[config.mk]
export PLATFORM = sky130hd
export DESIGN_NAME = seq_multiplier_n
export DESIGN_NICKNAME = d
export VERILOG_FILES = /design/src/rtl/seq_mult_pkg.sv /design/src/rtl/seq_mult_ctrl.sv /design/src/rtl/seq_multiplier_n.sv
export SDC_FILE = /design/constraint.sdc
export NUM_CORES = 1
export LEC_CHECK = 0
export CAP_MARGIN = 10
export CORE_UTILIZATION = 53
export DETAILED_ROUTE_END_ITERATION = 10
export GPL_TIMING_DRIVEN = 1
export PLACE_DENSITY = 0.78
export SETUP_SLACK_MARGIN = 0.15
export SLEW_MARGIN = 5
export SYNTH_ARGS = -nofsm -noshare
export SYNTH_HDL_FRONTEND = slang
export SYNTH_HIERARCHICAL = 1
export SYNTH_SLANG_ARGS = --single-unit
[constraint.sdc]
create_clock -name i_CLK -period 2.2 [get_ports i_CLK]
set_clock_uncertainty 0.2 [all_clocks]
set_input_delay 0.33 -clock i_CLK [delete_from_list [all_inputs] [get_ports i_CLK]]
set_output_delay 0.33 -clock i_CLK [all_outputs]
set_load 0.02 [all_outputs]
[src/rtl/seq_mult_pkg.sv]
// Shared definitions for the sequential shift-add multiplier:
// FSM state encoding and the bit-counter width helper.
package seq_mult_pkg;

  typedef enum logic [1:0] {
    ST_IDLE = 2'd0,
    ST_CALC = 2'd1,
    ST_FIX  = 2'd2
  } state_e;

  // Bits needed to hold values 0..width inclusive.
  function automatic int cnt_width(input int width);
    return $clog2(width + 1);
  endfunction

endpackage

[src/rtl/seq_mult_ctrl.sv]
// Control FSM of the sequential multiplier: sequences IDLE -> CALC (WIDTH cycles) -> FIX
// and produces the registered busy flag and the one-cycle done pulse.
module seq_mult_ctrl
  import seq_mult_pkg::*;
#(
  parameter int WIDTH = 4
) (
  input  logic   i_CLK,
  input  logic   i_RESET,
  input  logic   start,
  output state_e state,
  output logic   busy,
  output logic   done
);

  localparam int CW = cnt_width(WIDTH);

  state_e        state_r;
  logic [CW-1:0] cnt_r;
  logic          busy_r;
  logic          done_r;

  // State, remaining-bit counter, busy and done registers.
  always_ff @(posedge i_CLK or negedge i_RESET) begin
    if (!i_RESET) begin
      state_r <= ST_IDLE;
      cnt_r   <= CW'(0);
      busy_r  <= 1'b0;
      done_r  <= 1'b0;
    end else begin
      done_r <= 1'b0;
      case (state_r)
        ST_IDLE: begin
          if (start) begin
            state_r <= ST_CALC;
            cnt_r   <= CW'(WIDTH);
            busy_r  <= 1'b1;
          end
        end
        ST_CALC: begin
          cnt_r <= cnt_r - CW'(1);
          if (cnt_r == CW'(1)) begin
            state_r <= ST_FIX;
          end
        end
        ST_FIX: begin
          state_r <= ST_IDLE;
          busy_r  <= 1'b0;
          done_r  <= 1'b1;
        end
        default: begin
          state_r <= ST_IDLE;
          cnt_r   <= CW'(0);
          busy_r  <= 1'b0;
        end
      endcase
    end
  end

  assign state = state_r;
  assign busy  = busy_r;
  assign done  = done_r;

endmodule

[src/rtl/seq_multiplier_n.sv]
// Sequential shift-add multiplier, one operand bit per cycle; signed operands are
// multiplied as magnitudes and the sign is restored in the final FIX cycle.
module seq_multiplier_n
  import seq_mult_pkg::*;
#(
  parameter int WIDTH     = 4,
  parameter int SIGNED_EN = 1
) (
  input  logic               i_CLK,
  input  logic               i_RESET,
  input  logic               i_START,
  input  logic               i_SIGNED,
  input  logic [WIDTH-1:0]   i_A,
  input  logic [WIDTH-1:0]   i_B,
  output logic               o_BUSY,
  output logic               o_DONE,
  output logic [2*WIDTH-1:0] o_RESULT
);

  state_e               state_s;
  logic                 mode_s;
  logic [WIDTH:0]       sum_s;
  logic [2*WIDTH:0]     shift_s;
  logic [2*WIDTH-1:0]   fix_val_s;
  logic [WIDTH-1:0]     mag_a_r;
  logic [2*WIDTH-1:0]   acc_r;
  logic                 neg_r;
  logic [2*WIDTH-1:0]   result_r;

  // Magnitude of v; the most-negative value maps to 2^(WIDTH-1), which still fits unsigned.
  function automatic logic [WIDTH-1:0] mag(input logic [WIDTH-1:0] v, input logic sgn);
    if (sgn && v[WIDTH-1]) begin
      return WIDTH'(0) - v;
    end else begin
      return v;
    end
  endfunction

  seq_mult_ctrl #(.WIDTH(WIDTH)) u_ctrl (
    .i_CLK   (i_CLK),
    .i_RESET (i_RESET),
    .start   (i_START),
    .state   (state_s),
    .busy    (o_BUSY),
    .done    (o_DONE)
  );

  // Add-and-shift step and the sign-restored final value.
  always_comb begin
    mode_s  = i_SIGNED & (SIGNED_EN != 0);
    sum_s   = {1'b0, acc_r[2*WIDTH-1:WIDTH]} +
              (acc_r[0] ? {1'b0, mag_a_r} : {(WIDTH+1){1'b0}});
    shift_s = {sum_s, acc_r[WIDTH-1:0]} >> 1'b1;
    if (neg_r) begin
      fix_val_s = (2*WIDTH)'(0) - acc_r;
    end else begin
      fix_val_s = acc_r;
    end
  end

  // Operand capture, accumulator iteration and result register.
  always_ff @(posedge i_CLK or negedge i_RESET) begin
    if (!i_RESET) begin
      mag_a_r  <= WIDTH'(0);
      acc_r    <= (2*WIDTH)'(0);
      neg_r    <= 1'b0;
      result_r <= (2*WIDTH)'(0);
    end else begin
      case (state_s)
        ST_IDLE: begin
          if (i_START) begin
            mag_a_r <= mag(i_A, mode_s);
            acc_r   <= {WIDTH'(0), mag(i_B, mode_s)};
            neg_r   <= mode_s & (i_A[WIDTH-1] ^ i_B[WIDTH-1]);
          end
        end
        ST_CALC: acc_r    <= shift_s[2*WIDTH-1:0];
        ST_FIX:  result_r <= fix_val_s;
        default: acc_r    <= acc_r;
      endcase
    end
  end

  assign o_RESULT = result_r;

endmodule

==> key figures <==
Layout
  • ANT cells: 0
  • Nets: 208
  • Share of layout cells above drive strength 1: 0.0649
  • Final instance area: 1830 um2
  • Area delta synth->final: 19.4%
  • Final Util: 0.665

Pwr
  • Sw Share: 0.415
  • Combinational group share of total power: 0.483
  • Pleak: 0.856 nW
  • Power, Total: 0.00238 W
  • Clock power share: 0.104
  • Pwr/cell area: 1300 nW/um2
  • Part of the power in registers: 0.413
  • NetSw: 0.000986 W
  • Peak VDD IR: 0.957 mV
  • Pint: 0.00139 W

Synthesis
  • Cells after Synth: 159
  • Post-synth top area cell: dfrtp_1
  • Register area share after synthesis: 0.456
  • Cell Area, Synth: 1540 um2
  • Synth async-reset ratio: 1.00
  • Post-synth EDFFs: 0
  • Syn nets: 181
  • Most frequent cell after synthesis: dfrtp_1
  • Area fraction of the dominant cell type after synthesis: 0.456
  • Cell variety after synth: 36
  • Avg Cell Area, Syn: 9.66 um2
  • Seq cells post-synth: 28
  • Synth top cells by count: dfrtp_1 (28), nand2_1 (19), inv_1 (17)
  • Synth top area cells: dfrtp_1 (46%), ha_1 (7.3%), o21ai_0 (5.2%), nand2_1 (4.6%), inv_1 (4.2%)
  • Yosys Warn Count: 6
  • Predominant post-synthesis flop cell: dfrtp_1

Timing
  • Hold Vio Cnt, Final: 0
  • Tmin final: 1.90 ns
  • Worst-margin pin slew: 0.470 ns
  • RSZ-0062 raised after global routing: no
  • Final Max Slew Viols: 0
  • Relative slew slack: 0.687
  • Fin crit share: 0.866
  • # setup viols final: 0
  • F_max: 525 MHz
  • Setup_tns: 0 ns

Critical path
  • Crit path kind: reg -> reg
  • R2R depth: 8
  • Reg2reg end: acc_r[7]$_DFFE_PN0P_
  • Worst EP required: 2.26 ns
  • FF-to-FF setup slack: 0.30 ns
  • CP endpoint kind: flip-flop
  • Critical path arrival: 1.97 ns
  • Crit Path Max Fanout: 6
  • Startpoint Class: flip-flop
  • Reg-to-reg startpoint: acc_r[0]$_DFFE_PN0P_

Routing
  • Initial DRC Count: 30
  • # DRC: 0
  • Routed WL: 2660 um
  • DRT Pass-1 Iters: 4
  • Post-route ant nets: 0
  • Post-DR wirelength/cell: 12.3 um
  • Vias post-DR: 1,176
  • Via-to-Cell Ratio: 5.44

Clocking
  • CTS tree: yes
  • Cts bufs inserted: 3
  • Cts hold-fix bufs: 0
  • H-tree depth: 1
  • Post-CTS Resized: 0
  • Number of post-CTS setup repair buffers: 0
  • Root Buffer: clkbuf_4
  • CTS clk-pin slew, worst paths: 0.14 ns
  • Clock Path Buffers: 2
  • Clock sink count: 28
  • Worst-Skew Late Latency: 0.33 ns

Global route
  • First-pass GRT wire length: 4910 um
  • Initial antenna violation count: 0
  • Tot GR Track Use: 0.201
  • GRT overflow: 0
  • Largest net degree at the start of global routing: 29
  • Vias in the first global route: 1,149

Placement
  • Cell area after placement: 1800 um2
  • Port-buffer cells: 21
  • Placer Congestion: 0.760
  • HPWL after detailed placement: 2120 um

Die
  • Die Ht: 55.8 um
  • Chip width: 55.8 um
  • Initial Util: 0.557
  • Die area: 3120 um2
  • Row count: 19
  • IO Count: 22
  • Core region area: 2760 um2

Min path
  • Worst hold path type: in -> async

Run
  • Max_cap viols: 0

Status
  • Run status: complete, no violations
cells in the final DEF (no fill, tap or decap), types with 4 or more instances in the layout:
cell type,instances
a21oi_1,5
clkdlybuf4s50_1,21
dfrtp_1,28
ha_1,9
inv_1,17
nand2_1,19
nor2_1,9
o21ai_0,16
xnor2_1,4
xor2_1,7
flip-flops by register name, summed over array words and instances, names as in the netlist:
register / flops
u_ctrl/done: 1
u_ctrl/cnt_r: 3
acc_r: 8
u_ctrl/state: 2
o_RESULT: 8
mag_a_r: 4
u_ctrl/busy: 1
neg_r: 1
power groups by stage:
stage | clock (W) | combinational, W | sequential (W)
after detailed placement | 0 | 0.00115 | 0.000996
after global placement | 0 | 0.00110 | 0.000983
final | 0.000247 | 0.00115 | 0.000982
after global routing | 0.000281 | 0.00129 | 0.00103
after floorplan | 0 | 0.000702 | 0.00104
after CTS | 0.000259 | 0.00116 | 0.000984
stage by stage:
step | setup slack, ns | hold WS, ns | instances
final | 0.296 | 0.149 | 216
after global routing | 0.161 | 0.157 | 216
after CTS | 0.289 | 0.156 | 216
after detailed placement | 0.315 | 0.257 | 212
after global placement | 0.356 | 0.251 | 212
after floorplan | 0.502 | -0.166 | 159
cell type report:
class | count | area (um2)
clock buffer | 4 | 36.3
fill | 247 | 923
inverter | 17 | 63.8
multi-input combinational | 112 | 762
sequential | 28 | 701
tap | 31 | 38.8
timing repair buffer | 24 | 233
critical path, cell delays in order, from the launching register on:
cell	delay [ns]
dfrtp_1	0.44
and2_1	0.16
ha_1	0.18
inv_1	0.06
fa_1	0.41
inv_1	0.08
a21o_1	0.10
a21oi_1	0.05
o21ai_0	0.16
layer usage:
| metal | GRT usage | up-vias | wire length [um] |
|---|---|---|---|
| li1 | - | 603 | - |
| met1 | 0.249 | 539 | 1210 |
| met4 | 0.0801 | 0 | 42 |
| met5 | 0 | - | 0 |
| met3 | 0.0372 | 5 | 111 |
| met2 | 0.346 | 29 | 1300 |
cells by family (layout without fill, tap and decap cells):
| group | after synthesis | after routing | share of synthesized area |
|---|---|---|---|
| AO/OA/AOI/OAI | 41 | 41 | 0.173 |
| flip-flops | 28 | 28 | 0.456 |
| XOR/XNOR | 11 | 11 | 0.0627 |
| adder cells (fa/ha/maj) | 10 | 10 | 0.0863 |
| multiplexers | 4 | 4 | 0.0269 |
| AND/OR/NAND/NOR | 46 | 46 | 0.147 |
| buffers and inverters | 19 | 45 | 0.0480 |
worst max-delay path by stage:
stage	end	depth (start not counted)	slack, ns	from
final	acc_r[7]$_DFFE_PN0P_	8	0.30	acc_r[0]$_DFFE_PN0P_
after global routing	acc_r[7]$_DFFE_PN0P_	8	0.16	acc_r[0]$_DFFE_PN0P_
after CTS	acc_r[7]$_DFFE_PN0P_	8	0.29	acc_r[0]$_DFFE_PN0P_
after detailed placement	mag_a_r[0]$_DFFE_PN0P_	3	0.32	i_START
after global placement	mag_a_r[0]$_DFFE_PN0P_	3	0.36	i_START
after floorplan	acc_r[7]$_DFFE_PN0P_	8	0.50	acc_r[0]$_DFFE_PN0P_
No activity file was read; power rests on OpenSTA's default activity.
